$ cat src/rtl/uart_rx_oversample.sv
`default_nettype none
// ============================================================================
// uart_rx_oversample : oversampling UART receiver, 2-of-3 mid-bit vote, 1-deep output
// Revision: 1.0
// ============================================================================
module uart_rx_oversample #(
  parameter int CLK_DIV   = 16,
  parameter int DATA_BITS = 8
) (
  input  logic                 rx_clk,
  input  logic                 rst,
  input  logic                 rx_in,
  output logic [DATA_BITS-1:0] rx_data,
  output logic                 rx_valid,
  input  logic                 rx_ready,
  output logic                 frame_err,
  output logic                 overrun,
  output logic                 busy
);

  localparam int C_CNT_W = $clog2(CLK_DIV);
  localparam int C_BIT_W = $clog2(DATA_BITS);
  localparam logic [C_CNT_W-1:0] C_H_M1   = C_CNT_W'(CLK_DIV / 2 - 1);
  localparam logic [C_CNT_W-1:0] C_H      = C_CNT_W'(CLK_DIV / 2);
  localparam logic [C_CNT_W-1:0] C_H_P1   = C_CNT_W'(CLK_DIV / 2 + 1);
  localparam logic [C_CNT_W-1:0] C_LAST   = C_CNT_W'(CLK_DIV - 1);
  localparam logic [C_BIT_W-1:0] C_BIT_LAST = C_BIT_W'(DATA_BITS - 1);

  typedef enum logic [1:0] {
    S_IDLE  = 2'd0,
    S_START = 2'd1,
    S_DATA  = 2'd2,
    S_STOP  = 2'd3
  } state_t;

  state_t               state_q;
  logic                 sync1_q, sync2_q, prev_q;
  logic [1:0]           settle_q;
  logic                 fall_q;
  logic                 fall_d;
  logic                 s0_q, s1_q;
  logic                 vote;
  logic [C_CNT_W-1:0]   cnt_q;
  logic [C_BIT_W-1:0]   bit_q;
  logic [DATA_BITS-1:0] shift_q;

  // Edges are ignored until the whole synchronizer chain holds real line samples,
  // so the reset value of 1 cannot masquerade as a falling edge on a low line.
  assign fall_d = (settle_q == 2'd3) && prev_q && !sync2_q;
  assign vote   = (s0_q & s1_q) | (s0_q & sync2_q) | (s1_q & sync2_q);
  assign busy   = (state_q != S_IDLE);

  always_ff @(posedge rx_clk) begin
    if (rst) begin
      state_q   <= S_IDLE;
      sync1_q   <= 1'b1;
      sync2_q   <= 1'b1;
      prev_q    <= 1'b1;
      settle_q  <= 2'd0;
      fall_q    <= 1'b0;
      s0_q      <= 1'b0;
      s1_q      <= 1'b0;
      cnt_q     <= '0;
      bit_q     <= '0;
      shift_q   <= '0;
      rx_data   <= '0;
      rx_valid  <= 1'b0;
      frame_err <= 1'b0;
      overrun   <= 1'b0;
    end else begin
      sync1_q   <= rx_in;
      sync2_q   <= sync1_q;
      prev_q    <= sync2_q;
      fall_q    <= fall_d;
      frame_err <= 1'b0;
      overrun   <= 1'b0;
      if (settle_q != 2'd3) settle_q <= settle_q + 2'd1;
      if (rx_valid && rx_ready) rx_valid <= 1'b0;
      if (cnt_q == C_H_M1) s0_q <= sync2_q;
      if (cnt_q == C_H) s1_q <= sync2_q;
      cnt_q <= cnt_q + 1'b1;

      case (state_q)
        S_IDLE: begin
          cnt_q <= '0;
          if (fall_q) state_q <= S_START;
        end
        S_START: begin
          if (cnt_q == C_H_P1 && vote) begin
            state_q <= S_IDLE;
          end else if (cnt_q == C_LAST) begin
            state_q <= S_DATA;
            cnt_q   <= '0;
            bit_q   <= '0;
          end
        end
        S_DATA: begin
          if (cnt_q == C_H_P1) shift_q <= {vote, shift_q[DATA_BITS-1:1]};
          if (cnt_q == C_LAST) begin
            cnt_q <= '0;
            if (bit_q == C_BIT_LAST) state_q <= S_STOP;
            else                     bit_q   <= bit_q + 1'b1;
          end
        end
        S_STOP: begin
          // Leave at the stop-bit decision point to catch a back-to-back start edge.
          if (cnt_q == C_H_P1) begin
            state_q <= S_IDLE;
            if (!vote) begin
              frame_err <= 1'b1;
            end else if (!rx_valid || rx_ready) begin
              rx_data  <= shift_q;
              rx_valid <= 1'b1;
            end else begin
              overrun <= 1'b1;
            end
          end
        end
        default: state_q <= S_IDLE;
      endcase
    end
  end

endmodule
`default_nettype wire

$ cat config.mk
export PLATFORM = sky130hd
export DESIGN_NAME = uart_rx_oversample
export DESIGN_NICKNAME = d
export VERILOG_FILES = /design/src/rtl/uart_rx_oversample.sv
export SDC_FILE = /design/constraint.sdc
export NUM_CORES = 1
export LEC_CHECK = 0
export BUFFER_PORTS_ARGS = -buffer_cell sky130_fd_sc_hd__buf_4
export CORE_UTILIZATION = 51
export DETAILED_ROUTE_END_ITERATION = 12
export MAX_ROUTING_LAYER = met4
export PLACE_DENSITY_LB_ADDON = 0.2
export SYNTH_ARGS = -nofsm -noshare
export SYNTH_HDL_FRONTEND = slang
export SYNTH_SLANG_ARGS = --single-unit
$ cat constraint.sdc
create_clock -name rx_clk -period 1.4 [get_ports rx_clk]
set_input_delay 0.28 -clock rx_clk [delete_from_list [all_inputs] [get_ports rx_clk]]
set_output_delay 0.28 -clock rx_clk [all_outputs]
set_load 0.01 [all_outputs]
==> qor.txt <==
Run status: complete, but fails checks
Violations in the final reports: setup timing
Register clock-pin slew on the reported worst setup and hold paths: 0.10 ns
Number of enable-type register cells in the synthesized netlist: 0
Cell family contributing the most delay on the critical path: flip-flops
CTS Root Buffer Type: sky130_fd_sc_hd__clkbuf_4
Worst clock skew: 0.007707 ns
Fmax achieved: 702.7 MHz
Final standard cell count with taps included and fillers excluded: 216
Worst slack at placement: -0.002584 ns
First-iteration detailed-routing DRC count: 42
Tcrit/Tclk final: 101.6%
Final Slew Violations: 0
Sequential cell area in the final layout: 733.2 sq um
Time the worst path needs with I/O delays and setup: 1.423 ns
Cell types with the largest area share after synthesis: sky130_fd_sc_hd__dfxtp_1 45%, sky130_fd_sc_hd__mux2i_1 8.2%, sky130_fd_sc_hd__nand2b_1 7.8%
Critical path depth: 6
Worst Setup Path Type: flop to flop
Cell count after synthesis: 166
Critical register-to-register path startpoint: bit_q[0]$_SDFFE_PP0P_
WHS Path Cells: 2
Die Outline Area: 3353 sq um
Netlist Area Pre-Place: 1594 sq um
Via count: 1181
DP HPWL: 1933 microns
Clock H-tree levels: 2
RSZ-0062 raised after global routing: true
CTS tree: built
Total wire length after detailed routing: 2897 microns
Antenna diodes: 0
Min-Delay Startpoint: rx_in
Cell repeated most along the worst path: sky130_fd_sc_hd__ha_4
Category of the worst setup path launch point: flop
Number of antenna violations at the first check in global routing: 0
Count of hold-fix buffers inserted at cts: 0
Crit path required time: 1.67 ns
Number of remaining DRC errors: 0
Area used by multi-input combinational logic: 847.1 sq um
Crit path arrival time: 1.69 ns
Worst-case vdd ir drop: 899.9 uV
Clock network latency to the later pin of the worst-skew pair: 0.35 ns
Global-route wire length before repair: 4892 microns
Crit path buffers/inverters: 1
Core occupancy in the finished layout: 66.14%
Final estimated routing congestion in global placement: 0.7602
Pwr dens: 975.5 nW/um^2
Commonest cells after routing, fill and taps aside: 30 x sky130_fd_sc_hd__dfxtp_1, 22 x sky130_fd_sc_hd__buf_4, 20 x sky130_fd_sc_hd__nand2b_1, 13 x sky130_fd_sc_hd__mux2i_1, 11 x sky130_fd_sc_hd__a21oi_1
Library cell with the largest summed area after synthesis: sky130_fd_sc_hd__dfxtp_1
Logic depth of the worst register-to-register path: 6
CTS Buf Count: 5
Share of synthesized registers carrying an async set or reset: 0%
Prevailing post-synth register cell: sky130_fd_sc_hd__dfxtp_1
Total number of placement rows: 19
Post-detailed-route via-to-cell ratio: 5.468
Pin count of the biggest net entering global routing: 47
Final critical-path setup slack: -0.02301 ns
Max Cap Violations: 0
Most common cell after layout, fill and taps aside: sky130_fd_sc_hd__dfxtp_1
Leakage Power: 0.6905 nW
Wire length per cell: 13.41 microns
Final TNS setup: -0.04327 ns
Worst setup startpoint: bit_q[0]$_SDFFE_PP0P_
Slew margin rel.: 73.35%
Area of the core: 2853 sq um
Transition at the pin with the smallest max-transition slack: 0.3998 ns
CTS max path bufs: 2
Die extent in y: 57.91 microns
Sequence of cells on the critical path: ha_4 -> ha_4 -> nor3b_2 -> o21a_1 -> buf_4 -> mux2i_1
Number of sinks handled by clock tree synthesis: 36
Die width: 57.91 microns
Starting utilization of the core area: 55.88%
Worst min-delay path class: input port to flop
Part of the Yosys area used for sequential elements: 45.21%
Worst stage delay on the critical path: 0.35 ns
Mean post-synth cell area: 9.603 sq um
Total congestion overflow after global routing: 0
Flip-flop and latch count after synthesis: 36
Net Count, Synth: 176
Final setup violation count: 2
Area overhead of the layout relative to synthesis: 18.37%
Overall routing resource usage: 20.15%
Number of nets at the end of the flow: 194
Total I/O pin count: 16
Number of iterations in the first detailed-routing pass: 4
Vias in the first global route: 1125
Slowest CP cell: sky130_fd_sc_hd__dfxtp_2
Port Buffers: 15
Final hold viol count: 0
Crit path capture type: flop
Worst-path maximum fanout: 3
Share of cells above drive strength 1: 29.19%
Post-route ant nets: 0
Area share of the leading cell type in the synthesized netlist: 45.21%
Number of synthesis warnings: 0
Number of cells after detailed placement: 205
Number of filler instances in the final layout: 242
Library cells used by synthesis: 31
[final timing paths]
kind / endpoint / slack [ns]
worst max-delay path: bit_q[1]$_SDFFE_PP0P_ / -0.02
worst min-delay path: sync1_q$_SDFF_PP1_ / 0.11
worst max register to register: bit_q[1]$_SDFFE_PP0P_ / -0.02
worst min register to register: fall_q$_SDFF_PP0_ / 0.44
[registers in the layout (all words and copies together) (netlist names), named ones only]
register   flops
s1_q           1
rx_data        8
rx_valid       1
overrun        1
frame_err      1
cnt_q          4
settle_q       2
sync2_q        1
prev_q         1
s0_q           1
bit_q          3
sync1_q        1
state_q        1
shift_q        8
fall_q         1
[per-layer routing]
layer	global-route usage [%]	part of all wire [%]	vias up
met5	-	0	-
met4	12.24	3.6	0
met3	6.027	3.3	11
met2	33.66	50	21
met1	20.73	43	549
li1	-	-	600
[layout make-up]
class / instances / share of cell area (%)
Clock buffer: 6 / 2.188
Sequential cell: 36 / 38.86
Inverter: 4 / 0.7958
Tap cell: 31 / 2.056
Clock inverter: 2 / 1.857
Timing Repair Buffer: 23 / 9.350
Multi-Input combinational cell: 114 / 44.89
[where the power goes]
part	internal (mW)	switching, mW	total (mW)
logic	0.0355	0.0372	0.0727
registers	1.04	0.00907	1.05
clock network	0.374	0.348	0.722
total	1.45	0.394	1.84
[kinds of logic after synthesis]
kind of cell,Yosys count,share of synthesized area [%]
and+or+nand+nor,66,24.57
DFF,36,45.21
AOI/OAI and AO/OA,23,8.399
buffers and inverters,16,5.180
muxes,14,8.869
adders and majority gates,8,6.122
xor gates and xnor gates,3,1.649
[synth_stat cells, types with 2 or more instances]
master and n:
sky130_fd_sc_hd__a21oi_1 11, sky130_fd_sc_hd__and2_1 2, sky130_fd_sc_hd__buf_2 4, sky130_fd_sc_hd__buf_6 2, sky130_fd_sc_hd__clkbuf_1 4, sky130_fd_sc_hd__clkbuf_2 2
sky130_fd_sc_hd__dfxtp_1 36, sky130_fd_sc_hd__ha_1 6, sky130_fd_sc_hd__inv_1 4, sky130_fd_sc_hd__maj3_2 2, sky130_fd_sc_hd__mux2i_1 13, sky130_fd_sc_hd__nand2_1 3
sky130_fd_sc_hd__nand2b_1 20, sky130_fd_sc_hd__nand3_1 10, sky130_fd_sc_hd__nand3b_1 7, sky130_fd_sc_hd__nor2_1 7, sky130_fd_sc_hd__nor2b_1 3, sky130_fd_sc_hd__nor3_1 4
sky130_fd_sc_hd__nor3b_1 2, sky130_fd_sc_hd__o21ai_0 8, sky130_fd_sc_hd__or2_2 4, sky130_fd_sc_hd__xor2_1 3
[timing repair]
| item | CTS | global route |
|---|---|---|
| setup buffers | 3 | 0 |
| resized for setup | 8 | 3 |
| endpoints found under the setup margin | 4 | 13 |
[per-stage QoR]
step	hold WS [ns]	power, mW	area, sq um
after floorplan	0.3838	1.130	1639
after global placement	0.3976	1.140	1760
after detailed placement	0.4040	1.145	1760
after CTS	0.1059	1.855	1877
after global routing	0.09172	1.907	1887
final	0.1091	1.841	1887
No activity file was read; power rests on OpenSTA's default activity.
